### src/rtl/uart_rx_byte.sv
// -----------------------------------------------------------------------------
// uart_rx_byte
//   Receives asynchronous serial frames on rx and presents each byte on a
//   valid/ready port. The line goes through a two-flop synchronizer. Bits are
//   sampled in the middle of each bit period. A short low glitch on an idle
//   line is rejected. A low stop bit pulses frame_err and the receiver waits
//   for the line to return high. A byte that arrives while the previous one is
//   still unconsumed replaces it and pulses overrun.
//
//   Optional feature macro: UART_RX_PARITY_EN
//     undefined : 8N1 frames, parity_err tied low, PARITY_ODD ignored
//     defined   : 8 data + 1 parity + 1 stop; parity mismatch pulses
//                 parity_err at the stop sample and the byte is dropped
//
// Parameters
//   CLK_HZ      system clock frequency in Hz
//   BAUD        line rate in bit/s (CLK_HZ/BAUD must be >= 4)
//   PARITY_ODD  1 = odd parity, 0 = even parity (parity build only)
//
// Ports
//   clk         system clock, rising edge
//   rst         asynchronous active-high reset
//   rx          serial line, idles high, asynchronous to clk
//   data[7:0]   received byte, LSB first on the wire
//   valid       data holds an unconsumed byte
//   ready       consumer takes data when valid & ready
//   busy        a frame is in progress
//   frame_err   1-cycle pulse: stop bit sampled low
//   parity_err  1-cycle pulse: parity mismatch
//   overrun     1-cycle pulse: new byte landed while valid & !ready
// -----------------------------------------------------------------------------
module uart_rx_byte #(
  parameter int CLK_HZ     = 100_000_000,
  parameter int BAUD       = 115_200,
  parameter bit PARITY_ODD = 1'b0
) (
  input  logic       clk,
  input  logic       rst,
  input  logic       rx,
  output logic [7:0] data,
  output logic       valid,
  input  logic       ready,
  output logic       busy,
  output logic       frame_err,
  output logic       parity_err,
  output logic       overrun
);

  localparam int CLKS_PER_BIT = CLK_HZ / BAUD;
  localparam int CNT_W        = $clog2(CLKS_PER_BIT);

  localparam logic [CNT_W-1:0] HALF_RELOAD = CNT_W'(CLKS_PER_BIT / 2 - 1);
  localparam logic [CNT_W-1:0] FULL_RELOAD = CNT_W'(CLKS_PER_BIT - 1);

  generate
    if (CLKS_PER_BIT < 4) begin : g_cpb_check
      $error("uart_rx_byte: CLK_HZ/BAUD must be at least 4");
    end
  endgenerate

  localparam logic [2:0] S_IDLE   = 3'd0;
  localparam logic [2:0] S_START  = 3'd1;
  localparam logic [2:0] S_DATA   = 3'd2;
`ifdef UART_RX_PARITY_EN
  localparam logic [2:0] S_PARITY = 3'd3;
`endif
  localparam logic [2:0] S_STOP   = 3'd4;
  localparam logic [2:0] S_BREAK  = 3'd5;

  logic             sync1_q, sync2_q;
  logic             rx_s;
  logic [2:0]       state_q, state_d;
  logic [CNT_W-1:0] cnt_q, cnt_d;
  logic [2:0]       bitcnt_q, bitcnt_d;
  logic [7:0]       shift_q, shift_d;
  logic [7:0]       data_q;
  logic             valid_q;
  logic             frame_err_q;
  logic             overrun_q;
  logic             tick;
  logic             deliver;
  logic             ferr_now;

  // Synchronizer flops reset to the idle line level so reset release never
  // looks like a start bit.
  // NOTE: sequential state uses non-blocking assignments so every flop in the
  // design samples pre-edge values, independent of block ordering.
  always_ff @(posedge clk or posedge rst) begin
    if (rst) begin
      sync1_q <= 1'b1;
      sync2_q <= 1'b1;
    end else begin
      sync1_q <= rx;
      sync2_q <= sync1_q;
    end
  end

  assign rx_s = sync2_q;
  assign tick = (cnt_q == '0);

`ifdef UART_RX_PARITY_EN
  logic par_bad_q, par_bad_d;
  logic perr_now;
  logic parity_err_q;
`endif

  always_comb begin
    // NOTE: every variable gets a default before the case so no path leaves
    // one unassigned, which would otherwise infer a latch.
    state_d  = state_q;
    cnt_d    = cnt_q;
    bitcnt_d = bitcnt_q;
    shift_d  = shift_q;
    deliver  = 1'b0;
    ferr_now = 1'b0;
`ifdef UART_RX_PARITY_EN
    par_bad_d = par_bad_q;
    perr_now  = 1'b0;
`endif
    case (state_q)
      S_IDLE: begin
        // Half-period load puts every later sample in the middle of a bit.
        if (!rx_s) begin
          state_d = S_START;
          cnt_d   = HALF_RELOAD;
        end
      end
      S_START: begin
        if (tick) begin
          if (!rx_s) begin
            state_d  = S_DATA;
            cnt_d    = FULL_RELOAD;
            bitcnt_d = 3'd0;
          end else begin
            state_d = S_IDLE;  // line already high again: glitch, no error
          end
        end else begin
          cnt_d = cnt_q - CNT_W'(1);
        end
      end
      S_DATA: begin
        if (tick) begin
          shift_d  = {rx_s, shift_q[7:1]};  // LSB arrives first
          cnt_d    = FULL_RELOAD;
          bitcnt_d = bitcnt_q + 3'd1;
          if (bitcnt_q == 3'd7) begin
`ifdef UART_RX_PARITY_EN
            state_d = S_PARITY;
`else
            state_d = S_STOP;
`endif
          end
        end else begin
          cnt_d = cnt_q - CNT_W'(1);
        end
      end
`ifdef UART_RX_PARITY_EN
      S_PARITY: begin
        if (tick) begin
          par_bad_d = (rx_s != ((^shift_q) ^ PARITY_ODD));
          cnt_d     = FULL_RELOAD;
          state_d   = S_STOP;
        end else begin
          cnt_d = cnt_q - CNT_W'(1);
        end
      end
`endif
      S_STOP: begin
        if (tick) begin
`ifdef UART_RX_PARITY_EN
          perr_now = par_bad_q;
`endif
          if (rx_s) begin
            state_d = S_IDLE;
`ifdef UART_RX_PARITY_EN
            deliver = !par_bad_q;
`else
            deliver = 1'b1;
`endif
          end else begin
            ferr_now = 1'b1;
            state_d  = S_BREAK;
          end
        end else begin
          cnt_d = cnt_q - CNT_W'(1);
        end
      end
      S_BREAK: begin
        // Hold off restarts until the line has genuinely returned high.
        if (rx_s) state_d = S_IDLE;
      end
      default: state_d = S_IDLE;
    endcase
  end

  always_ff @(posedge clk or posedge rst) begin
    if (rst) begin
      state_q     <= S_IDLE;
      cnt_q       <= '0;
      bitcnt_q    <= 3'd0;
      shift_q     <= 8'h00;
      data_q      <= 8'h00;
      valid_q     <= 1'b0;
      frame_err_q <= 1'b0;
      overrun_q   <= 1'b0;
    end else begin
      state_q     <= state_d;
      cnt_q       <= cnt_d;
      bitcnt_q    <= bitcnt_d;
      shift_q     <= shift_d;
      frame_err_q <= ferr_now;
      // Newest byte wins; overrun flags the one that was never consumed.
      overrun_q   <= deliver & valid_q & ~ready;
      if (deliver) begin
        data_q  <= shift_q;
        valid_q <= 1'b1;
      end else if (valid_q && ready) begin
        valid_q <= 1'b0;
      end
    end
  end

`ifdef UART_RX_PARITY_EN
  always_ff @(posedge clk or posedge rst) begin
    if (rst) begin
      par_bad_q    <= 1'b0;
      parity_err_q <= 1'b0;
    end else begin
      par_bad_q    <= par_bad_d;
      parity_err_q <= perr_now;
    end
  end
  assign parity_err = parity_err_q;
`else
  // PARITY_ODD has no effect in the 8N1 build.
  logic unused_parity_odd;
  assign unused_parity_odd = PARITY_ODD;
  assign parity_err        = 1'b0;
`endif

  assign data      = data_q;
  assign valid     = valid_q;
  assign busy      = (state_q != S_IDLE);
  assign frame_err = frame_err_q;
  assign overrun   = overrun_q;

endmodule

### config.mk
export PLATFORM = sky130hd
export DESIGN_NAME = uart_rx_byte
export DESIGN_NICKNAME = d
export VERILOG_FILES = /design/src/rtl/uart_rx_byte.sv
export SDC_FILE = /design/constraint.sdc
export NUM_CORES = 1
export LEC_CHECK = 0
export CAP_MARGIN = 20
export CORE_MARGIN = 1
export CORE_UTILIZATION = 30
export CTS_BUF_LIST = sky130_fd_sc_hd__clkbuf_4 sky130_fd_sc_hd__clkbuf_8
export DETAILED_ROUTE_END_ITERATION = 8
export REMOVE_ABC_BUFFERS = 1
export SYNTH_ARGS = -nofsm -noshare
export SYNTH_HDL_FRONTEND = slang
export SYNTH_SLANG_ARGS = --single-unit
### constraint.sdc
create_clock -name clk -period 2.4 [get_ports clk]
set_input_delay 0.72 -clock clk [delete_from_list [all_inputs] [get_ports clk]]
set_output_delay 0.72 -clock clk [all_outputs]
set_load 0.03 [all_outputs]
# Word level (Yosys, flattened, before mapping)
# Index checks and enable logic that the tools add are counted.
# Widths: inputs -> output; s select.
[classes] magnitude_cmp=0 n_reduce_logical=11 n_shift=0 div_mod_pow=0 n_eq_ne=14 muxes=27 multipliers=0 bitwise_logic=3 n_addsub=2
[op_table] operator="$mux 10" count=5
[op_table] operator="$pmux 10 s4" count=1
[op_table] operator="$mux 3" count=10
[op_table] operator="$ne 2x2->1 const B" count=8
[op_table] operator="$pmux 3 s5" count=1
[op_table] operator="$logic_not 10->1" count=1
[op_table] operator="$sub 10x1->10 const B" count=1
[op_table] operator="$eq 3x3->1 const B" count=3
[op_table] operator="$mux 1" count=8
[op_table] operator="$reduce_and 4->1" count=2
[op_table] operator="$pmux 3 s2" count=1
[op_table] operator="$reduce_and 6->1" count=1
[op_table] operator="$reduce_bool 2->1" count=2
[op_table] operator="$reduce_bool 4->1" count=1
[op_table] operator="$add 3x1->3 const B" count=1
[op_table] operator="$eq 3x1->1 const B" count=1
[op_table] operator="$eq 3x2->1 const B" count=1
[op_table] operator="$logic_not 3->1" count=1
[op_table] operator="$ne 3x3->1 const B" count=1
[op_table] operator="$reduce_bool 3->1" count=1
[op_table] operator="$and 1x1->1" count=2
[op_table] operator="$mux 2" count=1
[op_table] operator="$reduce_and 2->1" count=1
[op_table] operator="$logic_and 1x1->1" count=1
[op_table] operator="$not 1->1" count=1
[totals] n_memories=0 latch_bits=0 output_inout_bits=13 wordCells=67 rom_bits=0 regBits=37 inputBits=4 mem_bits_rw=0

# Logic depth before layout (Yosys ltp)
[logic_depth] ltp_word=5 ltp_mapped=9 ltp_nobuf=7

# Worst setup path before layout
# Ideal clock, no wire load.
[synth_path] path_kind="register -> register" startpoint="register cnt_q[0]" endpoint="register shift_q[0]" path_slack_ps=498 required_ps=2275 t_arrival_ps=1777 synth_period_minus_slack_ps=1902 n_path_buf=0 path_stages_with_launch=7 setup_ps=125 cell_sequence="dfrtp_1 > inv_1 > ha_1 > nor4b_4 > nand3_4 > nor3_4 > mux2_2"
[synth_via] elab_chain_len=2
[synth_rtl] element="start, declared" line="73" source="logic [CNT_W-1:0] cnt_q, cnt_d;"
[synth_rtl] element="start signal, assigned" line="208" source="cnt_q <= cnt_d;"
[synth_rtl] element="$logic_not 10->1" line="99" source="assign tick = (cnt_q == '0);"
[synth_rtl] element="$reduce_and 2->1 (no source line)"
[synth_rtl] element="end signal, assigned" line="210" source="shift_q <= shift_d;"
[synth_rtl] element="end, declared" line="75" source="logic [7:0] shift_q, shift_d;"
# Every way passes these cells.
# A chain may end at the register's enable or synchronous reset.

# Worst setup path in the final report
[layout_path] startpoint="register state_q[0]" endpoint="output busy"
[layout_via] elab_chain_len=1
[layout_rtl] element="start, declared" line="72" source="logic [2:0] state_q, state_d;"
[layout_rtl] element="start signal, assigned" line="207" source="state_q <= state_d;"
[layout_rtl] element="$reduce_bool 3->1" line="243" source="assign busy = (state_q != S_IDLE);"
[layout_rtl] element="end, declared" line="43" source="output logic busy,"
# Every way passes these cells.

==> results.py <==
metrics = {
    "synthesis": {
        "synthTopCellsByArea": "dfrtp_1 46%, mux2_2 8.3%, dfstp_2 2.8%",
        "syn_area_um2": 1910,
        "yosysWarnings": 0,
        "synth_top_cell_by_area": "dfrtp_1",
        "avgSynthCellArea_um2": 11.2,
        "syn_inst": 170,
        "async_flop_share_pct": 100,
        "synth_seq_cells": 37,
        "synth-edff-count": 0,
        "seq_area_frac_synth_pct": 48.7,
        "synth.top_cell.area_share_pct": 46.0,
        "synth_ff_type": "dfrtp_1",
        "synth_cell_type_count": 49,
    },
    "clock_tree": {
        "cts_sinks": 37,
        "holdBufCountCts": 0,
        "cts_htree_levels": 2,
        "cts_buffers": 5,
        "cts.root.buffer_cell": "clkbuf_8",
        "insertion_delay_ns": 0.29,
        "cts_tree": "yes",
        "clk_pin_slew_ns": 0.08,
        "clock_path_buffers": 2,
    },
    "floorplanning": {
        "die_width_um": 81.7,
        "initial_core_util_pct": 31.6,
        "ioPinCount": 17,
        "coreArea_um2": 6030,
        "core.rowCount": 28,
        "fp.dieH_um": 81.7,
        "dieArea_um2": 6670,
    },
    "hold_path": {
        "min_path_cells": 0,
        "min_to": "rx_s$_DFF_PP1_",
        "worstHoldStart": "sync1_q$_DFF_PP1_",
        "hp-class": "reg -> reg",
    },
    "power": {
        "ir_drop_v": 0.000322,
        "p_int_w": 0.000839,
        "power.leakage_nw": 0.991,
        "p_total_w": 0.00110,
        "switchingPower_w": 0.000259,
        "power_density_nw_per_um2": 491,
        "comb_power_share_pct": 2.2,
        "switching_share_pct": 23.6,
        "p_seq_share_pct": 57.2,
        "clockPowerShare_pct": 40.6,
    },
    "timing": {
        "rsz0062_at_grt": "false",
        "skew_ns": 0.00717,
        "max_freq_mhz": 466,
        "setup_tns_ns": 0,
        "hold_violations": 0,
        "slew_viol_final": 0,
        "min_period_ns": 2.15,
        "period_share_pct": 89.4,
        "setup_viol": 0,
    },
    "placement": {
        "place.gp.congestion": 0.692,
        "io_buffers": 15,
        "placedInstanceArea_um2": 2150,
        "place_hpwl_um": 2420,
    },
    "layout": {
        "synthToLayoutAreaGrowth_pct": 17.3,
        "design_area_um2": 2240,
        "layout-drive-gt1-share_pct": 21.6,
        "insertedDiodeCount": 0,
        "layout.nets": 197,
        "n_fill_cell": 610,
    },
    "route": {
        "drtAntennaViolNets": 0,
        "via_per_inst": 4.95,
        "vias": 1313,
        "wl_per_cell_um": 13.4,
        "drt-initial-drc-count": 40,
        "drt_wl_total_um": 3560,
        "drc_errors": 0,
        "firstDrtPassIters": 4,
    },
    "critical_path": {
        "crit_required_ns": 1.68,
        "critPathCaptureType": "output pin",
        "r2r_end": "cnt_q[2]$_DFFE_PP0P_",
        "reg2reg_slack_ns": 0.30,
        "startpoint_type": "flip-flop",
        "arrival_ns": 1.43,
        "r2r-start": "cnt_q[0]$_DFFE_PP0P_",
        "reg2reg_depth": 7,
        "path_max_fanout": 2,
        "critPathLaunch": "state_q[0]$_DFFE_PP0P_",
        "worst-setup-path-type": "reg -> out",
    },
    "grt": {
        "grt-ovfl-total": 0,
        "antenna_found_initial": 0,
        "grt_pass1_vias": 1215,
        "grt_pass1_wl_um": 5900,
        "grt_max_degree": 38,
        "grt_use_total_pct": 11.7,
    },
    "flow_run": {
        "drv_cap": 0,
    },
    "outcome": {
        "outcome": "complete, no violations",
    },
}
stage by stage:
| stage | utilization, % | std cells | hold slack [ns] | worst slack, ns |
|---|---|---|---|---|
| floorplan | - | 160 | 0.345 | 0.469 |
| global placement | 35.6 | 257 | 0.347 | 0.302 |
| detailed placement | 35.6 | 257 | 0.348 | 0.293 |
| CTS | 37.1 | 265 | 0.360 | 0.232 |
| global route | 37.1 | 265 | 0.361 | 0.0874 |
| finish | 37.1 | 265 | 0.359 | 0.255 |
what timing repair did:
item	in CTS	in global routing
resized for setup	1	0
setup buffers	0	0
endpoints found under the setup margin	1	0
worst max path at each step:
stage                           end  slack (ns)  cells after the start
5_1_grt        cnt_q[2]$_DFFE_PP0P_        0.09                      7
6_report                       busy        0.25                      2
3_3_place_gp   cnt_q[0]$_DFFE_PP0P_        0.30                      6
2_1_floorplan  cnt_q[0]$_DFFE_PP0P_        0.47                      5
4_1_cts                        busy        0.23                      2
3_5_place_dp    data[2]$_DFFE_PP0P_        0.29                      6
sequential cells by signal (all words and copies together), names as in the netlist, 3 cells and up:
name      flops
bitcnt_q      3
data          8
state_q       3
cnt_q        10
shift_q       8
critical path: stages, from the launching register on:
cell and delay (ns):
dfrtp_1 0.37, or3_1 0.40, dlygate4sd2_1 0.37
layout make-up:
cell class	count	area (um2)	area share [%]
clock inverters	3	21.3	0.951
repair buffers	22	201	9.01
multi-input cells	115	892	39.9
inverters	8	30.0	1.34
clock buffers	5	68.8	3.08
well taps	75	93.8	4.20
flip-flops and latches	37	928	41.5
cell usage in the layout, fill, tap and decap left out, types with 2 or more instances in the layout:
cell type and n:
o21ai_0 10, xnor2_1 2, nand2_1 8, a211oi_1 2
dfstp_2 2, a22o_1 4, o21a_1 4, nand3_1 4
ha_1 4, nand2b_1 2, nor2_1 9, clkbuf_8 5
or4_1 2, mux2_2 14, inv_1 8, dfrtp_1 35
o221a_2 2, a21oi_1 4, nor3_1 5, buf_4 7
mux2_1 2, or3b_1 2, a21o_1 2, nor4_1 4
o21ai_2 2, nor3_4 2, and3_1 2, nor2b_1 4
clkdlybuf4s50_1 14
logic make-up after synthesis:
group / Yosys count / synth area share (%)
xor gates and xnor gates: 2 / 0.919
adders and majority gates: 4 / 2.63
DFF: 37 / 48.7
and+or+nand+nor: 53 / 18.9
muxes: 16 / 9.45
other: 1 / 0.197
AOI/OAI and AO/OA: 39 / 14.7
buffers and inverters: 18 / 4.46
synth_stat cells (all sizes together) (2+ instances only):
cell type / count
clkbuf: 3
inv: 8
dfrtp: 35
nor4: 5
nand2: 8
a22o: 4
ha: 4
or4: 2
o221a: 2
and3: 2
mux2: 16
nor3: 7
a21oi: 4
nand2b: 2
and2: 2
a21o: 2
buf: 7
o21ai: 13
xnor2: 2
a211oi: 2
or3b: 2
nor2b: 4
nand3: 5
dfstp: 2
nor2: 9
o21a: 4
metal layers:
layer,up-vias,GRT usage (%),wire length (um)
met1,639,17.2,1840
met5,-,0,0
met3,4,3.00,102
li1,653,-,-
met4,0,3.68,25
met2,17,16.8,1590
power by group through the flow:
stage	registers, W	clock network, W	logic (W)
floorplan	0.000640	0	0.0000145
global placement	0.000640	0	0.0000253
detailed placement	0.000641	0	0.0000252
CTS	0.000628	0.000465	0.0000252
global route	0.000629	0.000482	0.0000277
finish	0.000628	0.000446	0.0000239
Note: power is estimated with default switching activity, not from simulation.
==> RTL edit 1: new RTL, same settings <==
The parameter `BAUD` goes from 115_200 to 57_600.
--- a/src/rtl/uart_rx_byte.sv
+++ b/src/rtl/uart_rx_byte.sv
@@ -33,3 +33,3 @@
   parameter int CLK_HZ     = 100_000_000,
-  parameter int BAUD       = 115_200,
+  parameter int BAUD       = 57_600,
   parameter bit PARITY_ODD = 1'b0
Check against the original RTL: no difference found for any inputs over 10 cycles, from zero or initial values and one cycle with rst high; that may be too few to reach the edited logic, so the function may still have changed.
==> RTL edit 1 against the unedited design <==
  * Worst setup slack got worse by 0.14 ns
  * Synthesized area rose by 1.1%
  * Power rose by 11%
  * Wire length rose by 3.5%
  * Global-route usage rose by 0.80 points
  * Final area rose by 3.5%
  * Sequential cell count rose by 1
  * Non-clock buffer count rose by 2
  * Critical endpoint is now shift_q[0]
  * Largest cell class unchanged
  * Largest power group unchanged
==> RTL edit 1: results <==
group,metric,value,unit
cells_and_area,antenna_cells,0,
clock_tree,h-tree-depth,2,
placed_design,place_inst,264,
worst_hold_path,hold_depth,0,
cells_and_area,drive_above_1_share,23.9,%
global_routing,antenna_found_initial,0,
clock_tree,cts_buffer_depth,2,
cells_and_area,largest_reg_flops,11,
global_routing,grt_usage,12.5,%
setup_path,r2r_slack,0.12,ns
clock_tree,cts.clk_slew.worst_paths,0.08,ns
placed_design,place.gp.congestion,0.805,
placed_design,place_hpwl,2540,um
cells_and_area,max_flop_register,"cnt_q",
synth,ys_seq_area_share,49.5,%
run_status,status,"complete, no violations",
placed_design,dpl-instance-area,2190,um2
drt,drt-total-wl,3680,um
global_routing,grt_max_degree,39,
setup_path,arrival,2.46,ns
power_and_ir_drop,intPower,0.958,mW
worst_hold_path,holdPathEnd,"rx_s",
synth,postSynthCellCount,173,
placed_design,io_buffers,15,
setup_path,worst-path-max-fanout,10,
drt,first_iter_violations,31,
clock_tree,post_cts_buffers,0,
global_routing,grt_pass1_vias,1298,
clock_tree,clock_latency,0.29,ns
synth,synth_common_cells,"dfrtp_1, nor2_1, inv_1",
cells_and_area,fin_nets,204,
global_routing,grt_pass1_wl,6350,um
drt,vias_per_cell,4.99,
setup_path,regToRegEndpoint,"shift_q[0]",
power_and_ir_drop,leakagePower,1.05,nW
setup_path,ff2ff_path_depth,5,
synth,synth.top_cells.by_area,"dfrtp_1, mux2_4, mux2_2, dfstp_2, ha_1",
sta,worst_clock_skew,0.00322,ns
synth,async_flop_share,100,%
clock_tree,cts_buffers,5,
power_and_ir_drop,vdd.ir_drop.worst,0.327,mV
worst_hold_path,hold_path.class,"reg -> reg",
sta,finalHoldViolations,0,
cells_and_area,layout.cells.non_filler,272,
setup_path,r2r-start,"cnt_q[7]",
synth,yosysWarnings,0,
drt,drtPass1Iterations,4,
flow_run,drv_cap,0,
synth,ys_dominant_reg_cell,"dfrtp_1",
worst_hold_path,hp-start,"sync1_q",
## RTL edit 1: changes by cell type in the layout (fill, tap and decap cells not counted), sizes merged, moves of 3 or more
cell / before / now
nor2: 9 / 13
nor2b: 4 / 0
nor4: 5 / 2
a21oi: 4 / 9
a22o: 4 / 0
o21ai: 13 / 10
or3: 1 / 5
a31oi: 0 / 3
## RTL edit 1: logic make-up (layout without fill, tap and decap cells)
family | count (synthesis) | after routing | share of synthesized area (%)
and+or+nand+nor | 51 | 51 | 16.4
muxes | 16 | 16 | 10.9
buffers and inverters | 18 | 42 | 4.29
xor gates and xnor gates | 1 | 1 | 0.455
AOI/OAI and AO/OA | 44 | 44 | 15.6
adders and majority gates | 4 | 4 | 2.60
other | 1 | 1 | 0.195
DFF | 38 | 38 | 49.5
## RTL edit 1: cell type report
type / count / area [um2]
Fill cell: 592 / 3750
Clock buffer: 5 / 68.8
Multi-Input combinational cell: 117 / 895
Clock inverter: 3 / 45.0
Tap cell: 75 / 93.8
Inverter: 10 / 37.5
Timing Repair Buffer: 24 / 220
Sequential cell: 38 / 953
## RTL edit 1: how the worst max path moves through the flow
stage | start | endpoint | slack (ns) | cells after the start
6_report | cnt_q[7] | shift_q[0] | 0.12 | 5
4_1_cts | state_q[0] | busy | 0.02 | 2
5_1_grt | cnt_q[3] | data[3] | 0.06 | 6
3_3_place_gp | cnt_q[7] | shift_q[0] | 0.13 | 5
3_5_place_dp | cnt_q[7] | shift_q[6] | 0.13 | 5
2_1_floorplan | cnt_q[2] | shift_q[0] | 0.17 | 5
## RTL edit 1: power by group through the flow
stage,clock network [mW],registers (mW),logic [mW]
4_1_cts,0.572,0.644,0.0239
3_5_place_dp,0,0.657,0.0238
6_report,0.549,0.644,0.0225
5_1_grt,0.604,0.645,0.0267
2_1_floorplan,0,0.657,0.0134
3_3_place_gp,0,0.657,0.0235
## RTL edit 1: routing by layer
layer | part of all wire, % | track usage [%] | wire (um)
met1 | 50 | 17.7 | 1840
met4 | 1.1 | 4.56 | 41
met5 | 0 | 0 | 0
met3 | 4.3 | 3.41 | 159
met2 | 44 | 18.2 | 1640
## RTL edit 1: repair_timing
action,CTS,global route
hold endpoints to repair,0,0
resized for setup,0,3
endpoints found under the setup margin,0,4
hold buffers,0,0
## RTL edit 1: critical path: stages, from the launching register on
cell,delay (ns)
dfrtp_1,0.43
or4_4,0.58
or4_4,0.59
nor2_8,0.15
nand2_8,0.11
mux2_4,0.31
## RTL edit 1: stage by stage
step	setup WS [ns]	hold WS, ns
final	0.115	0.358
after global routing	0.0569	0.361
after CTS	0.0183	0.360
after detailed placement	0.129	0.348
after global placement	0.134	0.346
after floorplan	0.171	0.345
==> RTL edit 2: new RTL, config.mk and constraints unchanged <==
Without the edit above. Remove the register `overrun_q`: a continuous assignment takes its place, so the output `overrun` follows one clock earlier.
--- a/src/rtl/uart_rx_byte.sv
+++ b/src/rtl/uart_rx_byte.sv
@@ -204,3 +204,2 @@
       frame_err_q <= 1'b0;
-      overrun_q   <= 1'b0;
     end else begin
@@ -212,3 +211,2 @@
       // Newest byte wins; overrun flags the one that was never consumed.
-      overrun_q   <= deliver & valid_q & ~ready;
       if (deliver) begin
@@ -221,2 +219,4 @@
   end
+
+  assign overrun_q = deliver & valid_q & ~ready;
 
Function: no difference found for any inputs over 10 cycles, from zero or initial values and one cycle with rst high; that may be too few to reach the edited logic, so the function may still have changed.
==> RTL edit 2 against the unedited design <==
  * The flow now finishes with violations (negative setup slack)
  * Largest power group unchanged
  * Register-to-register slack gained 0.08 ns
  * Worst setup slack lost 0.27 ns
  * Power increased by 7.2%
  * Sequential share of layout area decreased by 2.7 points
  * Synthesized area is 1.4% lower
  * Sequential cell count down 1
  * Global-route usage increased by 0.47 points
  * Sequential power fell by 3%
  * Wire length increased by 4.4%
  * Largest cell class is now multi-input combinational cells
  * Final area rose by 4.1%
  * Combinational power down 3%
  * First-iteration DRC count increased by 5.0%
==> RTL edit 2: results <==
group,metric,value,unit
setup_path,arrival,1.69,ns
setup_path,regToRegEndpoint,"shift_q[2]",
global_routing,grt_pass1_wl,6130,um
drt,met3WireLength,65,um
synth,synth.top_cells.by_area,"dfrtp_1, mux2_2, dfstp_2, ha_1, a211oi_1",
sta,hold_slack,0.358,ns
setup_path,worst-path-max-fanout,4,
placed_design,preCtsSetupSlack,0.140,ns
drt,first_iter_violations,42,
global_routing,grt_usage,12.2,%
global_routing,grt_max_degree,37,
clock_tree,post_cts_buffers,0,
synth,ys_seq_elements,36,
drt,routed.top_layer,"met4",
sta,tns,-0.0137,ns
synth,synth_common_cells,"dfrtp_1, mux2_2, inv_1, nor2_1",
power_and_ir_drop,leakagePower,1.05,nW
placed_design,dpl-instance-area,2160,um2
placed_design,place.gp.congestion,0.830,
cells_and_area,num-fill-cells,572,
run_status,status,"complete, but fails checks",
placed_design,place_inst,260,
sta,setup_slack,-0.0137,ns
synth,synth_compound_area_share,16.3,%
setup_path,ff2ff_path_depth,9,
drt,wl_met1,1920,um
synth,synth_mux_area_share,11.1,%
global_routing,use_met2,17.1,%
setup_path,path_delay_family,"simple AND/OR/NAND/NOR gates",
run_status,violations,"negative setup slack",
sta,setup_viol,1,
clock_tree,post_cts_resize_count,7,
drt,via_count,1369,
synth,synth_xor_xnor_area_share,0.932,%
placed_design,place_hpwl,2610,um
cells_and_area,drive_above_1_share,33.2,%
synth,synthAdderAreaFrac,2.66,%
global_routing,grtUsageMet1,18.2,%
drt,wl_met2,1680,um
drt,wl_per_cell,13.7,um
placed_design,io_buffers,15,
cells_and_area,max_flop_register,"cnt_q",
power_and_ir_drop,vdd.ir_drop.worst,0.309,mV
cells_and_area,layout.cells.non_filler,271,
setup_path,r2r_slack,0.38,ns
sta,worst_clock_skew,0.00614,ns
global_routing,grt_pass1_vias,1228,
synth,ys_seq_area_share,48.1,%
setup_path,critical-path-slowest-cell,"dfrtp_1",
synth,synth_area_per_cell,11.3,um2
cells_and_area,fin_nets,203,
global_routing,grtUsageMet3,2.02,%
RTL edit 2: how the worst max path moves through the flow:
stage / slack (ns) / to / start
6_report: -0.01 / overrun / cnt_q[0]
5_1_grt: -0.13 / overrun / cnt_q[0]
4_1_cts: -0.01 / overrun / cnt_q[0]
3_5_place_dp: 0.14 / overrun / ready
3_3_place_gp: 0.17 / overrun / ready
2_1_floorplan: -0.18 / overrun / cnt_q[0]
RTL edit 2: power breakdown:
group          internal (mW)  leakage (nW)  switching [mW]
Combinational        0.00711         0.522          0.0160
Sequential             0.609         0.476         0.00257
Clock                  0.313        0.0548           0.229
RTL edit 2: layout make-up:
| type | instances | area, um2 | share of cell area [%] |
|---|---|---|---|
| clock buffer | 5 | 68.8 | 2.96 |
| clock inverter | 3 | 46.3 | 1.99 |
| inverter | 9 | 33.8 | 1.45 |
| multi-input combinational | 113 | 918 | 39.5 |
| sequential | 36 | 903 | 38.8 |
| tap | 75 | 93.8 | 4.03 |
| timing repair buffer | 30 | 263 | 11.3 |
